==> src/rtl/sha_double_iterative_core.sv <==
// rtl/sha_double_iterative_core.sv - folded double-SHA256 engine, ROUNDS rounds per clock
module sha_double_iterative_core #(
  parameter int ROUNDS    = 1,
  parameter int ZERO_BITS = 32
) (
  input  logic         clk,
  input  logic         rst,
  input  logic         in_valid,
  output logic         in_ready,
  input  logic         newblock_i,
  input  logic [255:0] midstate,
  input  logic [31:0]  w0,
  input  logic [31:0]  w1,
  input  logic [31:0]  w2,
  input  logic [31:0]  w3,
  output logic         out_valid,
  input  logic         out_ready,
  output logic [255:0] doublehash,
  output logic         hit,
  output logic         newblock_o
);

  localparam logic [2:0] IDLE = 3'd0;
  localparam logic [2:0] H1   = 3'd1;
  localparam logic [2:0] ADD1 = 3'd2;
  localparam logic [2:0] H2   = 3'd3;
  localparam logic [2:0] ADD2 = 3'd4;
  localparam logic [2:0] DONE = 3'd5;

  localparam logic [31:0] HIT_MASK = ~(32'hffff_ffff >> ZERO_BITS);

  localparam logic [31:0] IV [8] = '{
    32'h6a09e667, 32'hbb67ae85, 32'h3c6ef372, 32'ha54ff53a,
    32'h510e527f, 32'h9b05688c, 32'h1f83d9ab, 32'h5be0cd19};

  localparam logic [31:0] K [64] = '{
    32'h428a2f98, 32'h71374491, 32'hb5c0fbcf, 32'he9b5dba5, 32'h3956c25b, 32'h59f111f1, 32'h923f82a4, 32'hab1c5ed5,
    32'hd807aa98, 32'h12835b01, 32'h243185be, 32'h550c7dc3, 32'h72be5d74, 32'h80deb1fe, 32'h9bdc06a7, 32'hc19bf174,
    32'he49b69c1, 32'hefbe4786, 32'h0fc19dc6, 32'h240ca1cc, 32'h2de92c6f, 32'h4a7484aa, 32'h5cb0a9dc, 32'h76f988da,
    32'h983e5152, 32'ha831c66d, 32'hb00327c8, 32'hbf597fc7, 32'hc6e00bf3, 32'hd5a79147, 32'h06ca6351, 32'h14292967,
    32'h27b70a85, 32'h2e1b2138, 32'h4d2c6dfc, 32'h53380d13, 32'h650a7354, 32'h766a0abb, 32'h81c2c92e, 32'h92722c85,
    32'ha2bfe8a1, 32'ha81a664b, 32'hc24b8b70, 32'hc76c51a3, 32'hd192e819, 32'hd6990624, 32'hf40e3585, 32'h106aa070,
    32'h19a4c116, 32'h1e376c08, 32'h2748774c, 32'h34b0bcb5, 32'h391c0cb3, 32'h4ed8aa4a, 32'h5b9cca4f, 32'h682e6ff3,
    32'h748f82ee, 32'h78a5636f, 32'h84c87814, 32'h8cc70208, 32'h90befffa, 32'ha4506ceb, 32'hbef9a3f7, 32'hc67178f2};

  function automatic logic [31:0] rotr(input logic [31:0] x, input int n);
    return (x >> n) | (x << (32 - n));
  endfunction

  function automatic logic [31:0] ssig0(input logic [31:0] x);
    return rotr(x, 7) ^ rotr(x, 18) ^ (x >> 3);
  endfunction

  function automatic logic [31:0] ssig1(input logic [31:0] x);
    return rotr(x, 17) ^ rotr(x, 19) ^ (x >> 10);
  endfunction

  function automatic logic [31:0] bsig0(input logic [31:0] x);
    return rotr(x, 2) ^ rotr(x, 13) ^ rotr(x, 22);
  endfunction

  function automatic logic [31:0] bsig1(input logic [31:0] x);
    return rotr(x, 6) ^ rotr(x, 11) ^ rotr(x, 25);
  endfunction

  logic [2:0]   state_q;
  logic [6:0]   rc_q;
  logic [31:0]  s_q [8];
  logic [31:0]  b_q [8];
  logic [31:0]  w_q [16];
  logic [31:0]  s_rnd [8];
  logic [31:0]  win_nxt [16];
  logic [31:0]  add_sum [8];
  logic [255:0] dh_sum;

  assign in_ready  = (state_q == IDLE);
  assign out_valid = (state_q == DONE);

  // w_q holds W[rc..rc+15]; the expander extends it by up to 16 words so a
  // clock can consume ROUNDS words and still leave a full window behind.
  always_comb begin : round_engine
    logic [31:0] ext [32];
    logic [31:0] rs [8];
    logic [31:0] t1;
    logic [31:0] t2;
    logic [5:0]  kidx;
    t1   = '0;
    t2   = '0;
    kidx = '0;
    for (int i = 0; i < 16; i++) ext[i] = w_q[i];
    for (int i = 16; i < 32; i++)
      ext[i] = ssig1(ext[i-2]) + ext[i-7] + ssig0(ext[i-15]) + ext[i-16];
    for (int i = 0; i < 8; i++) rs[i] = s_q[i];
    for (int r = 0; r < ROUNDS; r++) begin
      kidx  = rc_q[5:0] + 6'(r);
      t1    = rs[7] + bsig1(rs[4]) + ((rs[4] & rs[5]) ^ (~rs[4] & rs[6])) + K[kidx] + ext[r];
      t2    = bsig0(rs[0]) + ((rs[0] & rs[1]) ^ (rs[0] & rs[2]) ^ (rs[1] & rs[2]));
      rs[7] = rs[6];
      rs[6] = rs[5];
      rs[5] = rs[4];
      rs[4] = rs[3] + t1;
      rs[3] = rs[2];
      rs[2] = rs[1];
      rs[1] = rs[0];
      rs[0] = t1 + t2;
    end
    for (int i = 0; i < 16; i++) win_nxt[i] = ext[i+ROUNDS];
    for (int i = 0; i < 8; i++) s_rnd[i] = rs[i];
  end

  always_comb begin
    dh_sum = '0;
    for (int i = 0; i < 8; i++) begin
      add_sum[i] = s_q[i] + b_q[i];
      dh_sum[255-32*i -: 32] = add_sum[i];
    end
  end

  always_ff @(posedge clk or negedge rst) begin
    if (!rst) begin
      state_q    <= IDLE;
      rc_q       <= '0;
      doublehash <= '0;
      hit        <= 1'b0;
      newblock_o <= 1'b0;
      for (int i = 0; i < 8; i++) begin
        s_q[i] <= '0;
        b_q[i] <= '0;
      end
      for (int i = 0; i < 16; i++) w_q[i] <= '0;
    end else begin
      newblock_o <= newblock_i;
      if (newblock_i) begin
        state_q <= IDLE;
        rc_q    <= '0;
      end else begin
        case (state_q)
          IDLE: if (in_valid) begin
            for (int i = 0; i < 8; i++) begin
              s_q[i] <= midstate[255-32*i -: 32];
              b_q[i] <= midstate[255-32*i -: 32];
            end
            w_q[0] <= w0;
            w_q[1] <= w1;
            w_q[2] <= w2;
            w_q[3] <= w3;
            w_q[4] <= 32'h8000_0000;
            for (int i = 5; i < 15; i++) w_q[i] <= '0;
            w_q[15] <= 32'h0000_0280;
            rc_q    <= '0;
            state_q <= H1;
          end
          H1, H2: begin
            for (int i = 0; i < 8; i++) s_q[i] <= s_rnd[i];
            for (int i = 0; i < 16; i++) w_q[i] <= win_nxt[i];
            rc_q <= rc_q + 7'(ROUNDS);
            if (rc_q + 7'(ROUNDS) == 7'd64) state_q <= (state_q == H1) ? ADD1 : ADD2;
          end
          ADD1: begin
            for (int i = 0; i < 8; i++) begin
              w_q[i] <= add_sum[i];
              s_q[i] <= IV[i];
              b_q[i] <= IV[i];
            end
            w_q[8] <= 32'h8000_0000;
            for (int i = 9; i < 15; i++) w_q[i] <= '0;
            w_q[15] <= 32'h0000_0100;
            rc_q    <= '0;
            state_q <= H2;
          end
          ADD2: begin
            doublehash <= dh_sum;
            hit        <= ((dh_sum[31:0] & HIT_MASK) == 32'd0);
            state_q    <= DONE;
          end
          DONE: if (out_ready) state_q <= IDLE;
          default: state_q <= IDLE;
        endcase
      end
    end
  end

endmodule

==> config.mk <==
export PLATFORM = sky130hd
export DESIGN_NAME = sha_double_iterative_core
export DESIGN_NICKNAME = d
export VERILOG_FILES = /design/src/rtl/sha_double_iterative_core.sv
export SDC_FILE = /design/constraint.sdc
export NUM_CORES = 2
export LEC_CHECK = 0
export CORE_MARGIN = 5
export CORE_UTILIZATION = 45
export CTS_BUF_LIST = sky130_fd_sc_hd__clkbuf_4
export CTS_CLUSTER_SIZE = 25
export DETAILED_ROUTE_END_ITERATION = 7
export SLEW_MARGIN = 5
export SYNTH_ARGS = -nofsm -noshare
export SYNTH_HDL_FRONTEND = slang
export SYNTH_SLANG_ARGS = --single-unit
==> constraint.sdc <==
create_clock -name clk -period 15.6 [get_ports clk]
set_clock_uncertainty 0.15 [all_clocks]
set_input_delay 1.56 -clock clk [delete_from_list [all_inputs] [get_ports clk]]
set_output_delay 1.56 -clock clk [all_outputs]
set_load 0.005 [all_outputs]
==> results.ini <==
[status]
status = finished with violations
violations = max-capacitance violations, max-slew violations

[placement]
place.gp.congestion = 0.9977
numPortBuffers = 648
dp_hpwl_um = 296600

[clock_tree]
cts_buffers = 376
cts_tree = built
clock_latency_ns = 1.46
clockRootBuffer = clkbuf_4
path_clk_slew_ns = 0.06
clockBufferDepth = 4
clock_sinks = 1292
htreeDepth = 5

[detailed_routing]
wirelength_um = 383900
routed_via_density = 6.063
drt.antenna.violating_nets = 0
firstDrtPassIters = 7
drt-initial-drc-count = 8957
wl_per_cell_um = 30.85
drc = 0
vias = 75460

[global_route]
grt_pass1_vias = 72330
grt_max_degree = 200
grt_overflow = 0
antenna_found_initial = 23
grt_pass1_wl_um = 536400
grt_use_total = 0.3980

[yosys]
synth.distinct_cells = 87
syn_area_per_cell_um2 = 8.695
async_flop_share = 1.000
syn_nets = 10290
syn_inst = 9312
yosys-top-cells-area = dfrtp_1 (40%), nand2_1 (7.2%), ha_1 (6.0%)
netlist_area_um2 = 80970
synth_top_area_share = 0.3993
synth-seq-area-share = 0.3993
synthFlopType = dfrtp_1
synth-edff-count = 0
yosysTopAreaCell = dfrtp_1
ys_seq_elements = 1292
yosysWarnings = 0
synthTopCellsByCount = nand2_1 (1550), dfrtp_1 (1292), o21ai_0 (864)
synth.most_common_cell = nand2_1

[cells_and_area]
area_delta_synth_final_pct = 15.74
final_layout_size_suffix_gt1_frac = 0.08213
fillers = 17180
nets = 10780

[sta]
final_max_slew_viol_count = 2
slew_headroom = -0.05811
finalCritPeriodShare = 0.6709
worstMarginPinSlew_ns = 1.578
hold_violations = 0
period_needed_ns = 10.47
tns_ns = 0
fmax_mhz = 95.55
grt_setup_unrepaired = no
setup_viol = 0

[worst_setup_path]
cp_data_arrival_time_ns = 11.64
crit_required_ns = 16.78
start_kind = flip-flop
crit_type = flip-flop to flip-flop
end_kind = flip-flop
cpPeakStageDelay_ns = 0.66
crit_top_cell = a21oi_1
slowest_stage = a311oi_1
critPathMaxFanout = 22

[die]
coreArea_um2 = 178800
io_pins = 649
start_util = 0.4528
fp-row-count = 155
die_h_um = 434.2
die_w_um = 434.2
die_area_um2 = 188500

[flow_run]
cap_violations = 1

[hold_path]
hp-class = flip-flop to flip-flop

## path summary, 6_finish.rpt
check,startpoint,end,slack (ns),depth (start not counted)
worst max-delay path,rc_q[0],round_engine.rs[223],5.13,37
min in group asynchronous,rst,round_engine.ext[874],0.68,2
worst min-delay path,round_engine.ext[526],round_engine.ext[558],0.28,2
worst min register to register,round_engine.ext[526],round_engine.ext[558],0.28,2
worst max register to register,rc_q[0],round_engine.rs[223],5.13,37
max in group asynchronous,rst,doublehash[247],11.42,5
## state kept, by name (all words and copies together), names as in the netlist
| name | cells |
|---|---|
| b_q | 256 |
| doublehash | 256 |
| hit | 1 |
| newblock_o | 1 |
| rc_q | 7 |
| round_engine.ext | 512 |
| round_engine.rs | 192 |
| s_q | 64 |
| state_q | 3 |
## cell usage in the layout, fill, tap and decap left out, types with 28 or more instances in the layout
| cell | synthesis | final |
|---|---|---|
| a21o_1 | 198 | 198 |
| clkdlybuf4s50_1 | 0 | 646 |
| nor2b_1 | 40 | 40 |
| o21ai_1 | 209 | 210 |
| o21bai_1 | 57 | 57 |
| o211ai_1 | 34 | 34 |
| clkbuf_4 | 0 | 557 |
| dfrtp_1 | 1292 | 1289 |
| xor2_1 | 255 | 255 |
| o22ai_1 | 43 | 43 |
| o21a_1 | 55 | 55 |
| a21oi_1 | 543 | 543 |
| o221ai_1 | 60 | 60 |
| inv_1 | 463 | 462 |
| fa_1 | 195 | 195 |
| buf_4 | 0 | 102 |
| mux2i_1 | 98 | 98 |
| and3_1 | 31 | 30 |
| xnor2_1 | 346 | 346 |
| a211oi_1 | 59 | 59 |
| nand2b_1 | 58 | 58 |
| nor2_1 | 595 | 589 |
| clkinv_1 | 2 | 66 |
| nor3_1 | 119 | 118 |
| nand3_1 | 325 | 325 |
| ha_1 | 389 | 389 |
| a221oi_1 | 41 | 41 |
| nand2_1 | 1550 | 1545 |
| o21ai_0 | 864 | 863 |
| a31oi_1 | 139 | 139 |
| nand4_1 | 28 | 28 |
| a22oi_1 | 146 | 146 |
| mux2_2 | 94 | 94 |
| o31ai_1 | 56 | 56 |
## critical path, delay by kind of cell, from the launching register on
family	cells	cell delay (ns)
and+or+nand+nor	5	1.08
DFF	1	0.32
AOI/OAI and AO/OA	18	4.19
adders and majority gates	6	2.82
xor gates and xnor gates	2	0.53
buffers and inverters	6	1.31
## cell type report
class / count / area (um^2) / share of cell area
timing repair buffer: 759 / 7450 / 0.07949
inverter: 467 / 1753 / 0.01871
multi-input combinational: 6908 / 44550 / 0.4754
tap: 2355 / 2947 / 0.03144
clock buffer: 557 / 4182 / 0.04462
antenna: 21 / 52.55 / 0.0005608
sequential: 1292 / 32340 / 0.3451
clock inverter: 86 / 444.2 / 0.004740
## stage by stage
stage / hold WS (ns) / util / instance area (um^2) / cells / setup WS, ns
CTS: 0.2726 / 0.5238 / 93660 / 12420 / 5.190
finish: 0.2848 / 0.5241 / 93710 / 12450 / 5.135
detailed placement: 0.3047 / 0.4979 / 89030 / 11780 / 5.175
floorplan: 0.2884 / - / 80970 / 9312 / 7.000
global route: 0.3175 / 0.5240 / 93690 / 12440 / 4.557
global placement: 0.2983 / 0.4979 / 89030 / 11780 / 5.203
## what timing repair did
action	4_1_cts	5_1_grt
gates resized for setup	0	0
hold endpoints to repair	30	0
buffers inserted	0	0
hold buffers	1	0
## metal layers
metal  wire, um  track usage
met1     153300       0.5197
met2     166200       0.5952
met3      32740      0.08286
met4      31600       0.2710
met5         76            0
## cell families after synthesis
family | Yosys count | synth area share
muxes | 202 | 0.02741
xor gates and xnor gates | 603 | 0.06557
and+or+nand+nor | 2838 | 0.1472
DFF | 1292 | 0.3993
AOI/OAI and AO/OA | 2679 | 0.2003
buffers and inverters | 1112 | 0.05158
adders and majority gates | 586 | 0.1086
Power is not shown: default switching activity piles up to over one toggle a cycle in this logic, so the estimate is an artifact.
